$ cat config.mk
export PLATFORM = sky130hd
export DESIGN_NAME = jk_reg_ctrl
export DESIGN_NICKNAME = d
export VERILOG_FILES = /design/src/rtl/jk_reg_ctrl.sv
export SDC_FILE = /design/constraint.sdc
export NUM_CORES = 1
export LEC_CHECK = 0
export BUFFER_PORTS_ARGS = -buffer_cell sky130_fd_sc_hd__buf_2
export CAP_MARGIN = 40
export CORE_UTILIZATION = 45
export CTS_BUF_LIST = sky130_fd_sc_hd__clkbuf_8
export CTS_CLUSTER_SIZE = 25
export DETAILED_ROUTE_END_ITERATION = 8
export GPL_TIMING_DRIVEN = 0
export PLACE_DENSITY = 0.68
export SETUP_SLACK_MARGIN = 0.05
export SLEW_MARGIN = 20
export SYNTH_ARGS = -nofsm -noshare
export SYNTH_HDL_FRONTEND = slang
export SYNTH_SLANG_ARGS = --single-unit
$ cat constraint.sdc
create_clock -name Clk -period 4.5 [get_ports Clk]
set_input_delay 0.225 -clock Clk [delete_from_list [all_inputs] [get_ports Clk]]
set_output_delay 0.225 -clock Clk [all_outputs]
set_load 0.02 [all_outputs]
$ cat src/rtl/jk_reg_ctrl.sv
// Command sequencer driving a bank of WIDTH JK flip-flop cells.
// Translates hold/clear/set/toggle/load/count commands into per-bit J/K drive.
module jk_reg_ctrl #(
    parameter int WIDTH = 4,
    parameter int CNT_W = 8
) (
    input  logic             Clk,
    input  logic             Rst,
    input  logic             Cmd_valid,
    output logic             Cmd_ready,
    input  logic [2:0]       Cmd_op,
    input  logic [WIDTH-1:0] Cmd_data,
    input  logic [CNT_W-1:0] Cmd_steps,
    output logic [WIDTH-1:0] J,
    output logic [WIDTH-1:0] K,
    output logic [WIDTH-1:0] Q,
    output logic             Busy,
    output logic             Done,
    output logic             Err
);

    localparam logic [2:0] OP_HOLD   = 3'd0;
    localparam logic [2:0] OP_CLEAR  = 3'd1;
    localparam logic [2:0] OP_SET    = 3'd2;
    localparam logic [2:0] OP_TOGGLE = 3'd3;
    localparam logic [2:0] OP_LOAD   = 3'd4;
    localparam logic [2:0] OP_UP     = 3'd5;
    localparam logic [2:0] OP_DOWN   = 3'd6;
    localparam logic [2:0] OP_RSVD   = 3'd7;

    typedef enum logic [1:0] {
        S_IDLE  = 2'd0,
        S_APPLY = 2'd1,
        S_COUNT = 2'd2,
        S_DONE  = 2'd3
    } state_e;

    state_e           state_q, state_d;
    logic [2:0]       op_q, op_d;
    logic [WIDTH-1:0] data_q, data_d;
    logic [CNT_W-1:0] cnt_q, cnt_d;
    logic [WIDTH-1:0] q_q, q_d;
    logic [WIDTH-1:0] j_drv, k_drv;

    // Bit i toggles when every lower bit is 1 (counting up).
    function automatic logic [WIDTH-1:0] up_mask(input logic [WIDTH-1:0] q);
        logic [WIDTH-1:0] m;
        logic             acc;
        acc = 1'b1;
        for (int i = 0; i < WIDTH; i++) begin
            m[i] = acc;
            acc  = acc & q[i];
        end
        return m;
    endfunction

    // Bit i toggles when every lower bit is 0 (counting down).
    function automatic logic [WIDTH-1:0] down_mask(input logic [WIDTH-1:0] q);
        logic [WIDTH-1:0] m;
        logic             acc;
        acc = 1'b1;
        for (int i = 0; i < WIDTH; i++) begin
            m[i] = acc;
            acc  = acc & ~q[i];
        end
        return m;
    endfunction

    function automatic logic [WIDTH-1:0] jk_next(input logic [WIDTH-1:0] q,
                                                 input logic [WIDTH-1:0] j,
                                                 input logic [WIDTH-1:0] k);
        return (j & ~q) | (~k & q);
    endfunction

    always_comb begin
        state_d = state_q;
        op_d    = op_q;
        data_d  = data_q;
        cnt_d   = cnt_q;
        j_drv   = '0;
        k_drv   = '0;
        case (state_q)
            S_IDLE: begin
                if (Cmd_valid) begin
                    op_d   = Cmd_op;
                    data_d = Cmd_data;
                    cnt_d  = Cmd_steps;
                    if (Cmd_op == OP_UP || Cmd_op == OP_DOWN) begin
                        state_d = (Cmd_steps != '0) ? S_COUNT : S_DONE;
                    end else begin
                        state_d = S_APPLY;
                    end
                end
            end
            S_APPLY: begin
                case (op_q)
                    OP_CLEAR:  k_drv = {WIDTH{1'b1}};
                    OP_SET:    j_drv = {WIDTH{1'b1}};
                    OP_TOGGLE: begin
                        j_drv = data_q;
                        k_drv = data_q;
                    end
                    OP_LOAD: begin
                        j_drv = data_q;
                        k_drv = ~data_q;
                    end
                    default: begin
                        j_drv = '0;
                        k_drv = '0;
                    end
                endcase
                state_d = S_DONE;
            end
            S_COUNT: begin
                j_drv   = (op_q == OP_UP) ? up_mask(q_q) : down_mask(q_q);
                k_drv   = j_drv;
                cnt_d   = cnt_q - 1'b1;
                if (cnt_q == CNT_W'(1)) begin
                    state_d = S_DONE;
                end
            end
            S_DONE: begin
                state_d = S_IDLE;
            end
            default: state_d = S_IDLE;
        endcase
        q_d = jk_next(q_q, j_drv, k_drv);
    end

    // Reset aborts anything in flight, so an interrupted command never reaches DONE.
    always_ff @(posedge Clk) begin
        if (Rst) begin
            state_q <= S_IDLE;
            op_q    <= OP_HOLD;
            data_q  <= '0;
            cnt_q   <= '0;
            q_q     <= '0;
        end else begin
            state_q <= state_d;
            op_q    <= op_d;
            data_q  <= data_d;
            cnt_q   <= cnt_d;
            q_q     <= q_d;
        end
    end

    assign Cmd_ready = (state_q == S_IDLE) && !Rst;
    assign J         = Rst ? '0 : j_drv;
    assign K         = Rst ? '0 : k_drv;
    assign Q         = q_q;
    assign Busy      = (state_q != S_IDLE);
    assign Done      = (state_q == S_DONE);
    assign Err       = (state_q == S_DONE) && (op_q == OP_RSVD);

endmodule

# After elaboration in Yosys (flattened, before gate mapping)

Cells that the tools add are included.

Register bits: 21
Bits of input ports: 18
Logic and storage cells: 59

$add $sub $neg: 1
Equality and inequality tests: 14
Muxes and demuxes: 14
Bitwise logic cells: 13
Reduce and logical (&&, ||, !) cells: 12

Operators with widths:

| kind                                                 | number |
|---|---|
| case mux 4 bit (2 select lines)                      | 3 |
| case mux 8 bit (2 select lines)                      | 1 |
| equality test 3 bit (second input constant)          | 5 |
| two-way mux 4 bit                                    | 3 |
| NOT 4 bit                                            | 3 |
| case mux 4 bit (3 select lines)                      | 1 |
| AND 4 bit                                            | 2 |
| equality test 8 x 1 -> 1 bit (second input constant) | 1 |
| two-way mux 8 bit                                    | 1 |
| case mux 2 bit (4 select lines)                      | 1 |
| nonzero test 8 bit                                   | 1 |
| subtractor 8 x 1 -> 8 bit (second input constant)    | 1 |
| equality test 3 x 2 -> 1 bit (second input constant) | 2 |
| two-way mux 2 bit                                    | 3 |
| AND reduction 2 bit                                  | 3 |
| AND 1 bit                                            | 4 |
| equality test 2 bit (second input constant)          | 2 |
| inequality test 2 bit (second input constant)        | 2 |
| bitwise OR 4 bit                                     | 1 |
| nonzero test 2 bit                                   | 2 |
| equality test 3 x 1 -> 1 bit (second input constant) | 1 |
| NOT 1 bit                                            | 3 |
| equality test 2 x 1 -> 1 bit (second input constant) | 1 |
| logical AND 1 bit                                    | 2 |
| 5 further kinds                                      | 5 |

# Longest topological paths before layout

Gate-level depths: netlist (run 1).

Depth in word-level cells: 8
Gate-level depth with buffers: 8
Mapped depth without buffers: 6

# Worst setup path before layout (run 1)

Ideal clock, no wire load.

Path type: reg-to-output
Start point: register state_q[0]
End point: output port J[3]
Arrival: 1.583 ns
Data required time: 4.275 ns
Slack: 2.692 ns
Cell stages (with the launch flop): 7
Buffers on the path: 0
Cell sequence: dfxtp_1 -> inv_1 -> ha_1 -> or4b_1 -> mux2i_1 -> a311oi_1 -> nor2_1

Cells in the longest elaborated chain, start to end: 3

Ends and longest elaborated chain:

| item                                                                | line | RTL |
|---|---|---|
| from (decl)                                                         | 38   | `state_e state_q, state_d;` |
| from (signal assigned)                                              | 139  | `state_q <= state_d;` |
| equality test 2 bit or equality test 2 x 1 -> 1 bit (tied branches) | 82   | `case (state_q)` |
| case mux 4 bit (2 select lines) (*)                                 | 82   |  |
| two-way mux 4 bit (*)                                               | 148  | `assign J = Rst ? '0 : j_drv;` |
| to (decl)                                                           | 14   | `output logic [WIDTH-1:0] J,` |

Mark *: on every way between the ends. The rest lies on a longest branch, timed or not.

# Worst setup path after layout (run 1)

Start point: register state_q[0]
End point: output port J[0]

Same word-level chain as after synthesis.

==> out/metrics.cfg, run 1 <==
[layout]
mostFrequentLayoutCells = buf_2, dfxtp_1, a21oi_1
final_area_um2 = 1737
instances_no_fill = 272
area_growth_pct = 17.33
num-fill-cells = 318
utilization_pct = 56.42
drive_gt1_share_pct = 19.30
layout_commonest_cell = buf_2
n_antenna_cell = 0
nets = 253

[route]
vias_per_cell = 5.640
wl_per_cell_um = 13.33
route.detailed.drc = 0
vias = 1534
drtAntennaViolNets = 0
first_pass_iters = 4
drt-initial-drc-count = 50
wl_um = 3627

[clocking]
clk_pin_slew_ns = 0.08
cts_made_buffers = 3
cts_tree = yes
cts.sinks = 21
htreeDepth = 1
clockRootBuffer = clkbuf_8
cts_hold_buf = 0
clk_path_buf_depth = 2
cts_setup_buffers = 0
clk-insertion-delay-late_ns = 0.27
cts-resized-gates = 0

[min_path]
hold_start = Cmd_data[3]
hp-class = in2reg

[global_route]
antenna_found_initial = 0
grt_use_total_pct = 23.02
grt_pass1_wl_um = 6161
grt_max_degree = 13
grt_pass1_vias = 1331
grt-ovfl-total = 0

[worst_setup_path]
regToRegStartpoint = state_q[0]
worstPathMaxFanout = 10
crit_type = reg2out
crit_start = state_q[0]
setup.worst_path.end_class = output pin
arrival_ns = 2.21
worstSetupStartpointType = flip-flop
required_ns = 4.28

[power]
power_leakage_nw = 0.6924
power_per_cell_area_nw_per_um2 = 564.1
vdd_drop_max_v = 0.0003166
total_power_mw = 0.9796

[timing]
post-route-min-period_ns = 2.438
min_period_over_period_pct = 54.17
worstMarginPinSlew_ns = 0.7156
fin_tns_setup_ns = 0
grt_setup_unrepaired = no
relSlewSlack_pct = 50.93
setup-violations-final = 0
setup_slack_ns = 2.062
finalMaxSlewViolations = 0
clock_skew_ns = 0.003853
finalHoldViolCount = 0
fmax_mhz = 410.3
whs_ns = 0.1986

[floorplanning]
row_count = 20
dieArea_um2 = 3522
die_h_um = 59.35
pin_count = 34
core-area_um2 = 3078
initial_core_util_pct = 48.09
die_w_um = 59.35

[synthesis]
postSynthCellCount = 193
netlist_area_um2 = 1480
synth_cell_types = 49
synth-warning-count = 0
syn_nets = 217
syn_avg_cell_area_um2 = 7.669
ys_ff_latch = 21
seq_area_frac_synth_pct = 28.40

[place]
dp_slack_ns = 2.395
placed_cell_area_um2 = 1690
io_buffers = 31
dp.cells = 268
gp_congestion = 0.8564
hpwl_um = 2713

[job]
maxCapViolations = 0

[run_status]
status = finished, final reports clean

==> per-layer routing <==
layer | share of wire [%] | global-route usage, % | vias to the layer above
met5 | 0 | 0 | -
met4 | 1.4 | 8.503 | 0
met3 | 4.5 | 2.838 | 5
met2 | 41 | 34.19 | 42
met1 | 53 | 33.73 | 708
li1 | - | - | 779
==> registers in the layout, indices dropped and copies added (netlist names) <==
| register | flops |
|---|---|
| state_q | 2 |
| op_q | 3 |
| Q | 4 |
| cnt_q | 8 |
| data_q | 4 |
==> worst max-delay path: stages, from the launching register on <==
cell and delay, ns:
dfxtp_1 0.37, inv_1 0.09, ha_1 0.25, buf_2 0.21, inv_1 0.11, clkbuf_1 0.38, o21ai_0 0.21, nor2b_1 0.17
buf_2 0.16
==> kinds of logic (layout without fill, tap and decap cells) <==
logic type,count (synthesis),count (layout),synth area share [%]
AOI/OAI and AO/OA,59,59,28.57
buffers and inverters,25,60,6.424
and+or+nand+nor,77,77,28.15
xor gates and xnor gates,1,1,0.5918
muxes,4,4,2.790
DFF,21,21,28.40
adders and majority gates,6,6,5.072
==> cell type report <==
type	count	area [um2]	area share, %
Multi-Input combinational cell	147	964.7	55.55
Clock inverter	1	5.005	0.2882
Buffer	9	35.03	2.017
Inverter	16	60.06	3.458
Sequential cell	21	420.4	24.21
Timing Repair Buffer	31	155.1	8.934
Clock buffer	3	41.29	2.378
Tap cell	44	55.05	3.170
==> final timing paths <==
kind	end	slack, ns	depth (start not counted)
setup / recovery	J[0]	2.06	8
setup reg to reg	cnt_q[0]	2.41	7
hold reg to reg	data_q[3]	0.49	2
hold / removal	data_q[3]	0.20	3
==> where the power goes <==
part           total [mW]  internal (mW)  switching (mW)
clock               0.131         0.0619          0.0689
sequential          0.302          0.236          0.0657
combinational       0.547          0.210           0.337
total               0.980          0.508           0.472
==> synth_stat cells, drive strengths merged <==
master   instances  share of area (%)
nor4             2               0.85
ha               6                5.1
o211a            1               0.68
a21oi           19                6.4
nand2           17                4.3
a32o             2                1.4
o2111a           1               0.76
a31oi            7                3.0
and3             1               0.42
nor2            15                3.8
o2bb2ai          4                2.4
nand4            1               0.42
and4             1               0.59
or4b             2                1.4
nand2b           8                3.4
o32ai            2                1.2
clkinv           1               0.25
a211oi           1               0.51
mux2             1               0.76
a311oi           2                1.2
and2             2               0.85
or4              3                1.8
inv             15                3.8
o41ai            1                1.9
a22o             1               0.59
nor3             3                1.0
nand3b           2                1.0
o21ai            7                2.4
nor2b            5                2.1
dfxtp           21                 28
mux2i            3                2.0
o2111ai          1               0.59
clkbuf           8                2.0
a41oi            1               0.59
a221oi           1               0.59
nand3           11                3.7
buf              1               0.34
a22oi            1               0.51
xor2             1               0.59
or3b             1               0.59
and3b            1               0.59
o221a            2                1.5
o21a             3                1.5
nor3b            2                1.4
o211ai           2                1.0
Power figures use the tool's default switching activity.
==> inputs of run 2 (changes only) <==
==> constraint.sdc (replaced) <==
create_clock -name Clk -period 2.3 [get_ports Clk]
set_input_delay 0.115 -clock Clk [delete_from_list [all_inputs] [get_ports Clk]]
set_output_delay 0.115 -clock Clk [all_outputs]
set_load 0.02 [all_outputs]
==> run 2 against run 1 <==
Worst hold slack worse by 0.11 ns. Sequential power up 96%. Highest routed layer unchanged. Combinational power up 100%. Routed wire length up 0.66%. Clock skew up 0.0027 ns. Non-clock buffer count unchanged. Power up 100%. Final cell count unchanged. Register-to-register slack worse by 2.1 ns. Critical path type unchanged. Setup slack worse by 1.8 ns. Global-route usage unchanged. Utilization up 1.0 points.
==> out/metrics.cfg, run 2 (synthesis results as in run 1) <==
[run_status]
status = finished, final reports clean

[global_route]
grt_pass1_wl_um = 6161
grt-ovfl-total = 0
grt_max_degree = 13
met1_usage_pct = 33.73
grt_use_total_pct = 23.02
top_usage_layer = met2
grt_pass1_vias = 1331
antenna_found_initial = 0
gr-usage-met2_pct = 34.19
use_met3_pct = 2.838

[power]
total_power_mw = 1.959
power_leakage_nw = 0.6987
vdd_drop_max_v = 0.0006414
power_per_cell_area_nw_per_um2 = 1108

[timing]
clock_skew_ns = 0.006557
fin_tns_setup_ns = 0
relSlewSlack_pct = 66.03
finalMaxSlewViolations = 0
min_period_over_period_pct = 90.60
fmax_mhz = 479.9
whs_ns = 0.08748
setup-violations-final = 0
worstMarginPinSlew_ns = 0.4996
setup_slack_ns = 0.2162
grt_setup_unrepaired = no
post-route-min-period_ns = 2.084
finalHoldViolCount = 0

[layout]
instances_no_fill = 272
utilization_pct = 57.44
final_area_um2 = 1768
largest_reg_flops = 8
drive_gt1_share_pct = 21.93
layout_commonest_cell = buf_2
area_growth_pct = 19.44
nets = 253
mostFrequentLayoutCells = buf_2, dfxtp_1, a21oi_1
regMostFlops = cnt_q
n_antenna_cell = 0

[route]
drtAntennaViolNets = 0
drt-initial-drc-count = 52
route.detailed.drc = 0
wl_per_cell_um = 13.42
first_pass_iters = 4
vias = 1525
wl_um = 3651
vias_per_cell = 5.607

[floorplanning]
core-area_um2 = 3078
pin_count = 34
initial_core_util_pct = 48.09
die_h_um = 59.35
die_w_um = 59.35
row_count = 20
dieArea_um2 = 3522

[place]
dp.cells = 268
dp_slack_ns = 0.2567
io_buffers = 31
hpwl_um = 2713
placed_cell_area_um2 = 1690
gp_congestion = 0.8564

[worst_setup_path]
required_ns = 2.18
worstSetupStartpointType = flip-flop
crit_start = state_q[0]
regToRegStartpoint = state_q[0]
worstPathMaxFanout = 4
crit_type = reg2out
arrival_ns = 1.97
setup.worst_path.end_class = output pin
reg2reg_depth = 7

[clocking]
clockRootBuffer = clkbuf_8
clk-insertion-delay-late_ns = 0.27
cts.sinks = 21
clk_path_buf_depth = 2
htreeDepth = 1
cts_tree = yes
clk_pin_slew_ns = 0.08
cts_setup_buffers = 0
cts_made_buffers = 3

[min_path]
hold_depth = 3
hold_start = Cmd_data[3]
hp-class = in2reg

[job]
maxCapViolations = 0

[run 2: cell counts in the layout (fill, tap and decap cells not counted)]
No cell type changed its count.
[run 2: what timing repair did]
action / CTS / global route
hold buffers: 0 / 0
resized for setup: 1 / 10
setup endpoints to repair: 1 / 8
pin swaps: 0 / 1
[run 2: power breakdown]
| part | internal [mW] | total, mW | switching [mW] |
|---|---|---|---|
| Clock | 0.121 | 0.260 | 0.138 |
| Combinational | 0.439 | 1.11 | 0.669 |
| Sequential | 0.461 | 0.591 | 0.130 |
[run 2: final cells by class]
class | count | area [um2]
sequential | 21 | 420.4
tap | 44 | 55.05
buffer | 9 | 43.79
clock inverter | 1 | 5.005
timing repair buffer | 31 | 155.1
multi-input combinational | 147 | 987.2
clock buffer | 3 | 41.29
inverter | 16 | 60.06
fill | 320 | 1310
[run 2: critical path, stage by stage, from the launching register on]
cell,delay (ns)
dfxtp_1,0.34
inv_1,0.10
ha_2,0.23
or4b_1,0.50
mux2i_4,0.19
a311oi_1,0.08
nor2_1,0.10
buf_2,0.16
[run 2: layer usage]
metal / part of all wire [%] / wire (um) / vias up
met5: 0 / 0 / -
met2: 41 / 1501 / 37
met4: 1.4 / 50 / 0
met3: 4.4 / 160 / 5
li1: - / - / 780
met1: 53 / 1939 / 703
[run 2: worst paths after layout]
path | to | slack (ns)
max | J[3] | 0.22
min | data_q[3] | 0.09
max reg2reg | cnt_q[0] | 0.36
min reg2reg | data_q[3] | 0.49
